**config.mk**
```make
export PLATFORM = sky130hd
export DESIGN_NAME = rise_seq_detector
export DESIGN_NICKNAME = d
export VERILOG_FILES = /design/src/rtl/rise_seq_detector.sv
export SDC_FILE = /design/constraint.sdc
export NUM_CORES = 1
export LEC_CHECK = 0
export ABC_CLOCK_PERIOD_IN_PS = 2500
export CORE_MARGIN = 1.5
export CORE_UTILIZATION = 53
export CTS_BUF_LIST = sky130_fd_sc_hd__clkbuf_16
export DETAILED_ROUTE_END_ITERATION = 8
export GPL_TIMING_DRIVEN = 0
export PLACE_DENSITY = 0.8
export SLEW_MARGIN = 30
export SYNTH_ARGS = -nofsm -noshare
export SYNTH_HDL_FRONTEND = slang
export SYNTH_SLANG_ARGS = --single-unit
```
**constraint.sdc**
```tcl
create_clock -name clk -period 2.5 [get_ports clk]
set_clock_uncertainty 0.05 [all_clocks]
set_input_delay 0.625 -clock clk [delete_from_list [all_inputs] [get_ports clk]]
set_output_delay 0.625 -clock clk [all_outputs]
set_load 0.05 [all_outputs]
```
**src/rtl/rise_seq_detector.sv**
```systemverilog
// Rise-edge sequence detector: counts consecutive accepted rises of start and pulses done after
// NUM_RISES of them, or timeout when the inter-rise gap limit expires while armed.
module rise_seq_detector #(
  parameter int unsigned NUM_RISES = 3,
  parameter int unsigned CNT_W     = 8,
  parameter int unsigned MAX_GAP   = 16,
  parameter int unsigned GAP_W     = 8
) (
  input  logic             clk,
  input  logic             rst_n,
  input  logic             en,
  input  logic             clr,
  input  logic             start,
  output logic             rise_pulse,
  output logic [CNT_W-1:0] count,
  output logic             busy,
  output logic             done,
  output logic             timeout,
  output logic [15:0]      seq_total
);

  localparam logic IDLE  = 1'b0;
  localparam logic ARMED = 1'b1;

  localparam logic [CNT_W-1:0] LAST_CNT  = CNT_W'(NUM_RISES - 1);
  localparam logic [GAP_W-1:0] GAP_LIMIT = GAP_W'(MAX_GAP - 1);
  localparam logic [GAP_W-1:0] GAP_SAT   = {GAP_W{1'b1}};
  localparam bit               GAP_ON    = (MAX_GAP != 0);

  logic             start_q;
  logic             state_q, state_d;
  logic [CNT_W-1:0] count_q, count_d;
  logic [GAP_W-1:0] gap_q, gap_d;
  logic             rise_q;
  logic             done_q, done_d;
  logic             timeout_q, timeout_d;
  logic [15:0]      total_q, total_d;

  logic rise;
  logic accept;

  assign rise   = start & ~start_q;
  assign accept = rise & en & ~clr;

  always_comb begin
    state_d   = state_q;
    count_d   = count_q;
    gap_d     = gap_q;
    done_d    = 1'b0;
    timeout_d = 1'b0;
    total_d   = total_q;
    case (state_q)
      IDLE: begin
        count_d = '0;
        if (accept) begin
          state_d = ARMED;
          count_d = CNT_W'(1);
          gap_d   = '0;
        end
      end
      ARMED: begin
        if (clr) begin
          state_d = IDLE;
          count_d = '0;
          gap_d   = '0;
        end else if (accept && (count_q == LAST_CNT)) begin
          state_d = IDLE;
          count_d = '0;
          gap_d   = '0;
          done_d  = 1'b1;
          total_d = total_q + 16'd1;
        end else if (accept) begin
          count_d = count_q + CNT_W'(1);
          gap_d   = '0;
        end else if (GAP_ON && (gap_q == GAP_LIMIT)) begin
          // A rise on this edge would have taken the branch above, so expiry only wins alone.
          state_d   = IDLE;
          count_d   = '0;
          gap_d     = '0;
          timeout_d = 1'b1;
        end else if (gap_q != GAP_SAT) begin
          gap_d = gap_q + GAP_W'(1);
        end
      end
      default: begin
        state_d = IDLE;
        count_d = '0;
        gap_d   = '0;
      end
    endcase
  end

  always_ff @(posedge clk or negedge rst_n) begin
    if (!rst_n) begin
      start_q   <= 1'b0;
      state_q   <= IDLE;
      count_q   <= '0;
      gap_q     <= '0;
      rise_q    <= 1'b0;
      done_q    <= 1'b0;
      timeout_q <= 1'b0;
      total_q   <= '0;
    end else begin
      start_q   <= start;
      state_q   <= state_d;
      count_q   <= count_d;
      gap_q     <= gap_d;
      rise_q    <= rise;
      done_q    <= done_d;
      timeout_q <= timeout_d;
      total_q   <= total_d;
    end
  end

  assign rise_pulse = rise_q;
  assign count      = count_q;
  assign busy       = (state_q == ARMED);
  assign done       = done_q;
  assign timeout    = timeout_q;
  assign seq_total  = total_q;

endmodule

```
==> metrics, run 1 <==
IO Count=33; FP Rows=21; GRT Total Usage=0.227; count of final setup violators=0; distinct cell type count after synthesis=46; maxcap violations=0; final hold vios=0; Antenna Nets Post-Route=0; clock-pin slew on the worst setup and hold paths=0.06 ns; Internal Power=0.000992 W; final setup margin=0.162 ns; largest net degree at the start of global routing=27; Root Buffer=clkbuf_16; CTS max path bufs=2; DP Cell Count=265; CP Buf/Inv Count=1; met3 Use GR=0.0634; worst r2r src=gap_q[0]$_DFFE_PN0P_; CP required=1.82 ns; share of synthesized flip-flops with an asynchronous set or reset=1.00; Final Power=0.00128 W; worst r2r dst=count[7]$_DFFE_PN0P_; Die W=63.8 um; die area=4080 sq um; Inserted Diodes=0; DRC viols=0; CTS tree=done; CP Capture Type=output pin; routed wire length=4.21 mm; crit path max-delay cell type=clkdlybuf4s50_1; dpl hpwl=2.92 mm; clock sink count=37; P_leak=roughly 1.1 nW; drt pass-1 iters=4; area share of the largest cell type after synthesis=0.472; Synth warnings=0; worst slack at placement=-0.0501 ns; most frequent cell after synthesis=dfrtp_1; RSZ-0062 raised after global routing=false; global-route wire length before repair=7.19 mm; Hold WC Path Type=input pin to asynchronous set/reset pin; Cell Count, Final, Fillers Out=273; Synth area leader=dfrtp_1; status=complete, no violations; initial core utilization=0.570; nets=235; DR iter-0 viols=131; CP Class=register to output pin; Tightest Pin Transition=0.625 ns; syn_nets=195; Synth Instances=186; global route overflow=0; Rel. slew slack=0.582; H-Tree Level Count=2; vias in the first global route=1577; port bufs=32; Sw Ratio=0.226; critical path startpoint category=register; #FFs+latches synth=37; GRT Max-Usage Layer=met2; WL/cell=around 15 um; crit path cell chain=clkdlybuf4s50_1; worst-path fanout max=8; Final Max Slew Viols=0; Fmax achieved=428 MHz; ranking of synthesized cells by area=dfrtp_1, xor2_1, nor3_2, nand2_1, nand3_1; CP peak stage delay=0.86 ns; met2 track demand over resource=0.370; Crit path arrival time=1.66 ns; Peak VDD IR=0.368 mV; R2R depth=8; fin crit period=2.34 ns; Post-synth EDFFs=0; via count=1632; Fillers=240; synthesized area per cell=10.5 sq um; Seq/Total Area, Yosys=0.472; M1 GR Usage=0.277; initial antenna violation count=0; logic gate share of total power=0.052; Post-CTS Resized=0; Core ar.=between 3000 and 4000 sq um; Sw Pwr=0.000289 W; power per cell area=slightly above 500 nW/um^2; final period utilization=0.935; Seq pwr share=0.475; r2r setup slk=approximately 0.44 ns; Clock Latency Late Sink=0.28 ns; area grow syn2layout=27.3%; synth cell count leaders=dfrtp_1, nand2_1, nand3_1, xor2_1; GPL Wtd Cong=0.846; predominant post-synthesis flop cell=dfrtp_1; clock network fraction of total power=0.474; Die Ht=63.8 um; Cell Area, Synth=1960 sq um; share of cells above drive strength 1=0.132; Final Core Density=0.726; CP top delay family=buffers and inverters; CTS buffer count=5; post-CTS setup buffer count=0; Vias/cell=5.98; Hold Buf Count CTS=0
## metrics by stage
stage / hold WS (ns) / area [sq um] / TNS (ns)
after floorplan: 0.279 / 1960 / 0
after global placement: 0.391 / 2340 / -1.10
after detailed placement: 0.393 / 2350 / -0.181
after CTS: 0.183 / 2500 / 0
after global routing: 0.194 / 2500 / 0
final: 0.172 / 2500 / 0
## logic make-up after synthesis
group                    synth area share
AO/OA/AOI/OAI                       0.108
XOR/XNOR                           0.0670
adder cells (fa/ha/maj)            0.0255
buffers and inverters              0.0389
flip-flops                          0.472
multiplexers                       0.0204
AND/OR/NAND/NOR                     0.268
## layer usage
| layer | up-vias | wire, um |
|---|---|---|
| met1 | 797 | 1830 |
| li1 | 772 | - |
| met2 | 57 | 2060 |
| met5 | - | 0 |
| met4 | 0 | 70 |
| met3 | 6 | 254 |
## how the worst max path moves through the flow
stage	from	to	slack, ns	depth (start not counted)
after floorplan	count[1]$_DFFE_PN0P_	seq_total[10]$_DFFE_PN0P_	0.52	6
after global placement	rst_n	seq_total[0]$_DFFE_PN0P_	-0.03	1
after detailed placement	clr	gap_q[0]$_DFFE_PN0P_	-0.05	6
after CTS	count[2]$_DFFE_PN0P_	count[2]	0.17	1
after global routing	clr	gap_q[0]$_DFFE_PN0P_	0.11	6
final	count[2]$_DFFE_PN0P_	count[2]	0.16	1
## final cells by class
type | count | area (sq um) | area share
Buffer | 8 | 50.0 | 0.0200
Tap cell | 46 | 57.6 | 0.0230
Inverter | 7 | 26.3 | 0.0105
Clock buffer | 5 | 125 | 0.0501
Clock inverter | 3 | 17.5 | 0.00701
Multi-Input combinational cell | 134 | 960 | 0.384
Sequential cell | 37 | 926 | 0.371
Timing Repair Buffer | 33 | 335 | 0.134
## state kept, by name, indices dropped and copies added (netlist names)
signal,flops
seq_total,16
count,8
gap_q,8
busy,1
done,1
rise_pulse,1
start_q,1
timeout,1
## power by group through the flow
stage	Combinational (W)	Clock, W	Sequential (W)
2_1_floorplan	0.0000254	0	0.000626
3_3_place_gp	0.0000623	0	0.000618
3_5_place_dp	0.0000668	0	0.000619
4_1_cts	0.0000674	0.000620	0.000608
5_1_grt	0.0000732	0.000648	0.000608
6_report	0.0000663	0.000607	0.000608
## layout by cell type (no fill, tap or decap), types with 2 or more instances in the layout
cell type / Yosys / routed
o31ai_1: 2 / 2
a221oi_1: 3 / 3
nor2b_1: 2 / 2
nor3_2: 8 / 8
inv_1: 6 / 6
and3_1: 4 / 4
or3_1: 5 / 5
mux2i_1: 4 / 4
nor3_1: 6 / 6
xor2_1: 11 / 11
nor2_1: 3 / 3
dfrtp_1: 37 / 37
a21o_1: 2 / 2
clkinv_2: 0 / 2
nand2_1: 18 / 18
a21oi_1: 7 / 7
o21ai_1: 5 / 5
clkdlybuf4s50_1: 0 / 31
clkbuf_16: 0 / 5
and2_1: 2 / 2
buf_2: 4 / 5
nand4_1: 8 / 8
and4_1: 3 / 3
nand3_1: 12 / 12
xnor2_1: 4 / 4
buf_6: 2 / 2
a211oi_1: 3 / 3
ha_1: 4 / 4
No activity file was read; power rests on OpenSTA's default activity.
==> run 2: changes to the inputs <==
--- a/config.mk
+++ b/config.mk
@@ -6,8 +6,10 @@
 export NUM_CORES = 1
 export LEC_CHECK = 0
 export ABC_CLOCK_PERIOD_IN_PS = 2500
+export CELL_PAD_IN_SITES_DETAIL_PLACEMENT = 1
+export CELL_PAD_IN_SITES_GLOBAL_PLACEMENT = 2
 export CORE_MARGIN = 1.5
-export CORE_UTILIZATION = 53
+export CORE_UTILIZATION = 34
 export CTS_BUF_LIST = sky130_fd_sc_hd__clkbuf_16
 export DETAILED_ROUTE_END_ITERATION = 8
 export GPL_TIMING_DRIVEN = 0
==> run 2 against run 1 <==
Compared with the run above:
- combinational power grew 3.2%
- clock-buffer cell count is the same
- clock power decreased by 2%
- register-to-register slack barely moved
- die area rose by 53%
- worst setup slack improved by 0.020 ns
- largest cell class unchanged
==> metrics, run 2 (same netlist as run 1, synthesis figures left out) <==
FP Rows=27 (+29%); Cell Count, Final, Fillers Out=298 (+9.2%); Post-CTS Resized=0 (unchanged); Core ar.=5540 sq um (+61%); CTS buffer count=5 (unchanged); status=complete, no violations; Tightest Pin Transition=0.661 ns (+0.0362 ns); CP Buf/Inv Count=1 (unchanged); WL/cell=15.4 um (-0.47%); initial core utilization=0.354 (-0.216); crit path cell chain=clkdlybuf4s50_1; Final Max Slew Viols=0 (unchanged); M1 GR Usage=0.222 (-0.0545); DR iter-0 viols=57 (-56%); worst-path fanout max=8 (unchanged); CP top delay family=buffers and inverters; P_leak=1.06 nW (-0.28%); GPL Wtd Cong=0.733 (-13%); Root Buffer=clkbuf_16; power per cell area=501 nW/um^2 (-2.3%); most common cell after layout, fill and taps aside=dfrtp_1; Antenna Nets Post-Route=0 (unchanged); IO Count=33 (unchanged); routed wire length=4.58 mm (+8.6%); Die Ht=79.0 um (+24%); final period utilization=0.928 (-0.00785); GRT Total Usage=0.159 (-0.0678); CP peak stage delay=0.86 ns (about the same); CP Class=register to output pin; global route overflow=0 (unchanged); met3 Use GR=0.0425 (-0.0209); fin crit period=2.32 ns (-0.0196 ns); dpl hpwl=3.42 mm (+17%); GRT Max-Usage Layer=met2; Final Core Density=0.457 (-0.269); Final Power=0.00127 W (-0.96%); CP required=1.82 ns (about the same); clock-pin slew on the worst setup and hold paths=0.05 ns (about the same); Hold Buf Count CTS=0 (unchanged); Die W=79.0 um (+24%); met2 track demand over resource=0.238 (-0.132); Fmax achieved=431 MHz (+0.85%); port bufs=32 (unchanged); Inserted Diodes=0 (unchanged); final setup margin=0.181 ns (+0.0196 ns); via count=1551 (-5.0%); die area=6230 sq um (+53%); Peak VDD IR=0.250 mV (-32%); maxcap violations=0 (unchanged); RSZ-0062 raised after global routing=false; area grow syn2layout=29.0%; worst slack at placement=-0.0406 ns (+0.00948 ns); count of final setup violators=0 (unchanged); nets=235 (unchanged); commonest cells after routing, fill and taps aside=dfrtp_1, clkdlybuf4s50_1, nand2_1; crit path max-delay cell type=clkdlybuf4s50_1; DP Cell Count=291 (+9.8%); initial antenna violation count=0 (unchanged); Clock Latency Late Sink=0.28 ns (about the same); largest net degree at the start of global routing=23 (-15%); Fillers=627 (+160%); Rel. slew slack=0.558 (-0.0242); Vias/cell=5.20 (-13%); clock sink count=37 (unchanged); share of cells above drive strength 1=0.124 (-0.00826); CTS max path bufs=2 (unchanged); post-CTS setup buffer count=0 (unchanged); Crit path arrival time=1.64 ns (-0.02 ns); vias in the first global route=1533 (-2.8%); global-route wire length before repair=7.60 mm (+5.8%); final hold vios=0 (unchanged); Largest register FFs=16 (unchanged); CTS tree=done; critical path startpoint category=register; CP Capture Type=output pin; DRC viols=0 (unchanged); Hold WC Path Type=input pin to asynchronous set/reset pin; drt pass-1 iters=4 (unchanged); H-Tree Level Count=2 (unchanged)
[run 2: cell count changes in the layout (fill, tap and decap cells not counted)]
| cell | change |
|---|---|
| clkinv_2 | -2 |
| buf_12 | -1 |
| buf_16 | +1 |
| clkinv_1 | +1 |
[run 2: per-stage QoR]
stage / setup TNS, ns / area [sq um] / hold slack [ns]
finish: 0 / 2530 / 0.226
global route: 0 / 2530 / 0.249
CTS: 0 / 2530 / 0.238
detailed placement: -0.189 / 2390 / 0.404
global placement: -7.21 / 2370 / 0.395
floorplan: 0 / 1960 / 0.279
[run 2: per-layer routing]
layer  wire length, um  vias up
met5                 0        -
met4                48        0
met3               173        4
met2              2070       29
met1              2280      756
li1                  -      762
[run 2: power breakdown]
part           internal, W  total [W]  switching [W]  leakage, nW
Combinational    0.0000248  0.0000684      0.0000436        0.486
Sequential        0.000603   0.000608     0.00000467        0.513
Clock             0.000360   0.000593       0.000233       0.0633
Total             0.000988    0.00127       0.000281         1.06
[run 2: layout make-up]
| class | instances | area, sq um | area share |
|---|---|---|---|
| tap | 72 | 90.1 | 0.0356 |
| multi-input combinational | 134 | 960 | 0.379 |
| clock buffer | 5 | 125 | 0.0494 |
| inverter | 7 | 26.3 | 0.0104 |
| buffer | 8 | 50.0 | 0.0198 |
| timing repair buffer | 33 | 343 | 0.135 |
| sequential | 37 | 926 | 0.366 |
| clock inverter | 2 | 11.3 | 0.00445 |
[run 2: worst paths after layout]
path                                       from                  endpoint  slack [ns]  cells past startpoint
max in group asynchronous                 rst_n  seq_total[5]$_DFFE_PN0P_        1.72                      2
max                        count[2]$_DFFE_PN0P_                  count[2]        0.18                      1
min                                       rst_n      count[2]$_DFFE_PN0P_        0.23                      1
min in group clk              start_q$_DFF_PN0_      rise_pulse$_DFF_PN0_        0.41                      1
min reg2reg                   start_q$_DFF_PN0_      rise_pulse$_DFF_PN0_        0.41                      1
max reg2reg                gap_q[0]$_DFFE_PN0P_      count[3]$_DFFE_PN0P_        0.43                      8
==> run 3: changes to the inputs <==
--- a/config.mk
+++ b/config.mk
@@ -12,6 +12,7 @@
 export CORE_UTILIZATION = 34
 export CTS_BUF_LIST = sky130_fd_sc_hd__clkbuf_16
 export DETAILED_ROUTE_END_ITERATION = 8
+export GPL_ROUTABILITY_DRIVEN = 0
 export GPL_TIMING_DRIVEN = 0
 export PLACE_DENSITY = 0.8
 export SLEW_MARGIN = 30
==> results of run 3 <==
Final layout, timing and power as in run 2 (identical DEF).
